$ cat config.mk
export PLATFORM = sky130hd
export DESIGN_NAME = fetch_stage
export DESIGN_NICKNAME = d
export VERILOG_FILES = /design/src/rtl/cpu_pkg.sv /design/src/rtl/if_id_reg.sv /design/src/rtl/fetch_stage.sv
export SDC_FILE = /design/constraint.sdc
export NUM_CORES = 1
export LEC_CHECK = 0
export BUFFER_PORTS_ARGS = -buffer_cell sky130_fd_sc_hd__buf_4
export CAP_MARGIN = 40
export CORE_UTILIZATION = 54
export DETAILED_ROUTE_END_ITERATION = 12
export PLACE_DENSITY_LB_ADDON = 0.08
export SLEW_MARGIN = 10
export SYNTH_ARGS = -nofsm -noshare
export SYNTH_HDL_FRONTEND = slang
export SYNTH_SLANG_ARGS = --single-unit
$ cat constraint.sdc
create_clock -name clk_i -period 2.4 [get_ports clk_i]
set_input_delay 0.12 -clock clk_i [delete_from_list [all_inputs] [get_ports clk_i]]
set_output_delay 0.12 -clock clk_i [all_outputs]
set_load 0.05 [all_outputs]
$ cat src/rtl/cpu_pkg.sv
// cpu_pkg: types and constants shared by the fetch stage and the IF/ID register.
//   fetch_state_t : fetch FSM states (fetch, hold a fetched word, kill a flushed request)
//   NOP_INST      : instruction word used as a pipeline bubble
//   INST_W, REG_ADDR_W, RS_LSB, RT_LSB : instruction width and register-field positions
package cpu_pkg;

    localparam int unsigned INST_W     = 32;
    localparam int unsigned REG_ADDR_W = 5;
    localparam int unsigned RS_LSB     = 21;
    localparam int unsigned RT_LSB     = 16;

    localparam logic [INST_W-1:0] NOP_INST = 32'h0000_0000;

    typedef enum logic [1:0] {
        StFetch = 2'd0,
        StHold  = 2'd1,
        StKill  = 2'd2
    } fetch_state_t;

endpackage

$ cat src/rtl/if_id_reg.sv
// if_id_reg: IF/ID pipeline register.
//   clk_i, rst_n_i : clock, asynchronous active-low reset
//   load_i         : capture {pc4_i, inst_i} as a valid instruction
//   bubble_i       : load a bubble (pc4 0, NOP, invalid); wins over load_i
//   pc4_i, inst_i  : PC+4 and instruction word to capture
//   pc4_o, inst_o, valid_o : register contents
//   rs_o, rt_o     : rs/rt fields of the held instruction
// With neither load_i nor bubble_i the register holds.
module if_id_reg
    import cpu_pkg::*;
(
    input  logic                  clk_i,
    input  logic                  rst_n_i,
    input  logic                  load_i,
    input  logic                  bubble_i,
    input  logic [31:0]           pc4_i,
    input  logic [INST_W-1:0]     inst_i,
    output logic [31:0]           pc4_o,
    output logic [INST_W-1:0]     inst_o,
    output logic                  valid_o,
    output logic [REG_ADDR_W-1:0] rs_o,
    output logic [REG_ADDR_W-1:0] rt_o
);

    logic [31:0]       pc4_q;
    logic [INST_W-1:0] inst_q;
    logic              valid_q;

    always_ff @(posedge clk_i or negedge rst_n_i) begin
        if (!rst_n_i) begin
            pc4_q   <= 32'h0;
            inst_q  <= NOP_INST;
            valid_q <= 1'b0;
        end else if (bubble_i) begin
            pc4_q   <= 32'h0;
            inst_q  <= NOP_INST;
            valid_q <= 1'b0;
        end else if (load_i) begin
            pc4_q   <= pc4_i;
            inst_q  <= inst_i;
            valid_q <= 1'b1;
        end
    end

    assign pc4_o   = pc4_q;
    assign inst_o  = inst_q;
    assign valid_o = valid_q;
    assign rs_o    = inst_q[RS_LSB +: REG_ADDR_W];
    assign rt_o    = inst_q[RT_LSB +: REG_ADDR_W];

endmodule

$ cat src/rtl/fetch_stage.sv
// fetch_stage: instruction-fetch stage; owns the PC, the imem request handshake and IF/ID.
//   clk_i, rst_n_i             : clock, asynchronous active-low reset
//   pc_write_i, if_id_write_i  : hazard-unit enables; both high = advance
//   flush_i, branch_target_i   : branch taken in ID; bubble IF/ID and redirect the PC
//   imem_req_o, imem_addr_o    : fetch request / word-aligned address (decoded from registers)
//   imem_ack_i, imem_rdata_i   : request complete / instruction word
//   if_id_pc4_o, if_id_inst_o, if_id_valid_o, if_id_rs_o, if_id_rt_o : IF/ID contents
//   stall_cnt_o                : saturating stall-cycle count (only with FETCH_STALL_CNT_EN)
// Optional feature macro: FETCH_STALL_CNT_EN.
module fetch_stage
    import cpu_pkg::*;
#(
    parameter logic [31:0] RESET_PC    = 32'h0000_0000,
    parameter int unsigned STALL_CNT_W = 16
) (
    input  logic                   clk_i,
    input  logic                   rst_n_i,
    input  logic                   pc_write_i,
    input  logic                   if_id_write_i,
    input  logic                   flush_i,
    input  logic [31:0]            branch_target_i,
    output logic                   imem_req_o,
    output logic [31:0]            imem_addr_o,
    input  logic                   imem_ack_i,
    input  logic [INST_W-1:0]      imem_rdata_i,
`ifdef FETCH_STALL_CNT_EN
    output logic [STALL_CNT_W-1:0] stall_cnt_o,
`endif
    output logic [31:0]            if_id_pc4_o,
    output logic [INST_W-1:0]      if_id_inst_o,
    output logic                   if_id_valid_o,
    output logic [REG_ADDR_W-1:0]  if_id_rs_o,
    output logic [REG_ADDR_W-1:0]  if_id_rt_o
);

    fetch_state_t      state_q;
    logic [31:0]       pc_q;
    logic [31:0]       redirect_q;
    logic [INST_W-1:0] hold_q;

    logic              advance;
    logic              avail;
    logic [31:0]       pc_plus4;
    logic [31:0]       target_aligned;
    logic              ifid_load;
    logic              ifid_bubble;
    logic [INST_W-1:0] ifid_inst;

    // A mixed pair of enables is treated as a stall.
    assign advance        = pc_write_i & if_id_write_i;
    assign avail          = ((state_q == StFetch) & imem_ack_i) | (state_q == StHold);
    assign pc_plus4       = pc_q + 32'd4;
    assign target_aligned = {branch_target_i[31:2], 2'b00};

    // Request is off in HOLD (word already buffered) and while reset is asserted.
    assign imem_req_o  = rst_n_i & (state_q != StHold);
    assign imem_addr_o = pc_q;

    always_comb begin
        ifid_load   = 1'b0;
        ifid_bubble = 1'b0;
        ifid_inst   = (state_q == StHold) ? hold_q : imem_rdata_i;
        if (flush_i) begin
            ifid_bubble = 1'b1;
        end else if (advance) begin
            if (avail) ifid_load   = 1'b1;
            else       ifid_bubble = 1'b1;
        end
    end

    always_ff @(posedge clk_i or negedge rst_n_i) begin
        if (!rst_n_i) begin
            state_q    <= StFetch;
            pc_q       <= {RESET_PC[31:2], 2'b00};
            redirect_q <= 32'h0;
            hold_q     <= NOP_INST;
        end else if (flush_i) begin
            hold_q <= NOP_INST;
            // An un-acked request cannot be withdrawn: park the target until it completes.
            if ((state_q != StHold) && !imem_ack_i) begin
                redirect_q <= target_aligned;
                state_q    <= StKill;
            end else begin
                pc_q    <= target_aligned;
                state_q <= StFetch;
            end
        end else begin
            case (state_q)
                StFetch: begin
                    if (imem_ack_i) begin
                        if (advance) begin
                            pc_q <= pc_plus4;
                        end else begin
                            hold_q  <= imem_rdata_i;
                            state_q <= StHold;
                        end
                    end
                end
                StHold: begin
                    if (advance) begin
                        pc_q    <= pc_plus4;
                        hold_q  <= NOP_INST;
                        state_q <= StFetch;
                    end
                end
                StKill: begin
                    if (imem_ack_i) begin
                        pc_q    <= redirect_q;
                        state_q <= StFetch;
                    end
                end
                default: state_q <= StFetch;
            endcase
        end
    end

`ifdef FETCH_STALL_CNT_EN
    logic [STALL_CNT_W-1:0] stall_cnt_q;

    always_ff @(posedge clk_i or negedge rst_n_i) begin
        if (!rst_n_i) begin
            stall_cnt_q <= '0;
        end else if (!advance && (stall_cnt_q != '1)) begin
            stall_cnt_q <= stall_cnt_q + STALL_CNT_W'(1);
        end
    end

    assign stall_cnt_o = stall_cnt_q;
`endif

    if_id_reg u_if_id_reg (
        .clk_i    (clk_i),
        .rst_n_i  (rst_n_i),
        .load_i   (ifid_load),
        .bubble_i (ifid_bubble),
        .pc4_i    (pc_plus4),
        .inst_i   (ifid_inst),
        .pc4_o    (if_id_pc4_o),
        .inst_o   (if_id_inst_o),
        .valid_o  (if_id_valid_o),
        .rs_o     (if_id_rs_o),
        .rt_o     (if_id_rt_o)
    );

endmodule

==> metrics.txt <==
drt drc 0; Synth cell types 62; grt total ovfl 0; Core ar. 14000 um^2; Leakage about 4.8 nW; # H-tree levels 4; post-CTS setup buffer count 0; async set or reset register ratio after synthesis 100%; P per Cell Area about 1100 nW/um^2; drt first-iter violations a little under 600; clk sinks around 160; Arr. time, crit path 2.63 ns; final hold slack around 0.016 ns; # diodes 0; post-route cell area about 11000 um^2; largest net degree at the start of global routing 65; number of flops mapped to enable cells by yosys 0; Slew headroom 57.9%; hold crit path type in2reg; CTS tree built; part of the power in the clock network 26.3%; via count 6951; PortBufs ~170; sequential share of power between 30% and 40%; Synth area leader dfrtp_1; Final Max Tran Viols 0; first-pass GRT wire length between 30000 and 40000 um; Max Clk Rate 441 MHz; number of global-route vias before repair about 6900; Logic pwr share a little under two fifths; post-route ant nets 0; critical path class reg2reg; Die H approximately 120 um; DR top layer met4; share of the synthesized area in the top cell type 50.5%; most numerous cell in the Yosys netlist dfrtp_1; DP Area 9270 um^2; sequential share of the synthesized area 50.5%; Fin Clk Skew 0.0103 ns; slew at the pin closest to its max-slew limit approximately 0.63 ns; chip width between 100 and 150 um; wl on met1 approximately 9000 um; Starting Density 55.6%; Syn-to-layout area delta 35.4%; worst-path fanout max 7; Filler cells between 900 and 1000; post-route setup TNS 0 ns; Rows 43; warning count from the yosys run 0; Final #Nets approximately 1100; post-detail-place hpwl roughly 14000 um; fraction of layout cells with a size suffix above 1 27.8%; switching pwr 4.54 mW; crit path time final roughly 2.3 ns; unrepaired setup endpoints after global routing false; clock tree buffer depth 2; CTS Buf Count 17; endpoint class of the critical path flop; total power around 11 mW; wire length on met2 roughly 11000 um; clock tree root driver cell clkbuf_16; switching part of the total roughly 40%; met3 wire length 1420 um; detailed-route wire length around 22000 um; mapped cell area 7780 um^2; Seq cells post-synth 157; per-cell routed wire length 18.4 um; Clk Latency, worst-skew pair 0.43 ns; Post-Place Worst Slack ~0.15 ns; top_reg_cell synth dfrtp_1; GPL Wtd Cong 0.874; post-synthesis instance total roughly 790; Internal 6.74 mW; Pre-Repair DR Iteration Count 5; Worst Setup Start Kind flop; count of final setup violators 0; Final Hold Viols 0; top cells by area, synth dfrtp_1 (50%), nand2_1 (6.0%), o21ai_0 (4.8%), mux2i_1 (4.8%), mux2_2 (4.5%); Boundary Pins ~180; initial antenna violation count 0; Setup WS post-layout between 0.1 and 0.15 ns; Maximum Capacitance Violations 0; DR vias/cell slightly below 6; crit share post-route ~95%; outcome completed; Max VDD drop 0.000904 V; die area roughly 15000 um^2; gr usage total ~30%; worst endpoint required time 2.76 ns; Worst-path clk slew 0.06 ns; average cell area after synthesis a little under 10 um^2; Post-synth top cells dfrtp_1 (157), nand2_1 (125), o21ai_0 (75)
per-layer routing:
layer | track usage, % | vias up
met2 | 50.1 | 303
met4 | 12.0 | 0
met5 | 0 | -
met1 | 40.4 | 3391
li1 | - | 3217
met3 | 6.37 | 40
flip-flops by register name, summed over array words and instances (netlist names):
register / flops
hold_q: 32
u_if_id_reg.pc4_o: 30
u_if_id_reg.valid_o: 1
redirect_q: 30
imem_addr_o: 30
u_if_id_reg.inst_o: 32
state_q: 2
worst max-delay path: stages (launching register included):
cell and delay [ns]:
dfrtp_1 0.51, nand4_4 0.15, or4_4 0.56, or4_4 0.57, o31ai_2 0.24, a22o_1 0.18
per-stage QoR:
stage | std cells | utilization [%]
3_5_place_dp | 1097 | 66.2
4_1_cts | 1190 | 75.3
3_3_place_gp | 1096 | 66.1
2_1_floorplan | 792 | -
5_1_grt | 1190 | 75.3
6_report | 1190 | 75.3
layout make-up:
class | instances | area, um^2 | share of cell area, %
inverters | 39 | 146 | 1.39
clock buffers | 21 | 460 | 4.37
flip-flops and latches | 157 | 3940 | 37.4
clock inverters | 11 | 189 | 1.79
well taps | 180 | 225 | 2.14
multi-input cells | 523 | 3420 | 32.5
repair buffers | 259 | 2150 | 20.5
cell families after synthesis:
logic type | share of synthesized area (%)
and+or+nand+nor | 13.7
DFF | 50.5
muxes | 9.24
xor gates and xnor gates | 3.15
buffers and inverters | 6.17
adders and majority gates | 0.643
AOI/OAI and AO/OA | 16.5
other | 0.0482
cells in the final DEF, fill, tap and decap left out, types with 18 or more instances in the layout:
cell type / count
a21oi_1: 18
nor2_1: 22
mux2i_1: 37
inv_1: 39
dlygate4sd3_1: 61
dfrtp_1: 150
mux2_2: 31
o21ai_0: 74
o41ai_1: 30
nand2_1: 125
buf_4: 192
worst paths after layout:
kind,from,endpoint,slack (ns),cells after the start
min in group asynchronous,rst_n_i,u_if_id_reg.inst_o[22],0.21,2
worst min-delay path,imem_rdata_i[13],hold_q[13],0.02,3
worst max register to register,imem_addr_o[17],imem_addr_o[27],0.13,5
max in group asynchronous,rst_n_i,imem_addr_o[18],1.12,3
worst max-delay path,imem_addr_o[17],imem_addr_o[27],0.13,5
worst min register to register,hold_q[1],hold_q[1],0.48,2
power groups by stage:
stage / clock (mW) / sequential, mW / combinational, mW
global placement: 0 / 3.97 / 4.09
finish: 2.96 / 4.01 / 4.31
detailed placement: 0 / 4.02 / 4.19
floorplan: 0 / 4.90 / 1.89
global route: 3.11 / 4.09 / 4.59
CTS: 2.99 / 3.98 / 4.30
what timing repair did:
item,4_1_cts,5_1_grt
endpoints found under the hold margin,137,0
gates resized for setup,0,2
setup endpoints to repair,0,4
hold buffers,61,0
(Power assumes the default switching activity.)
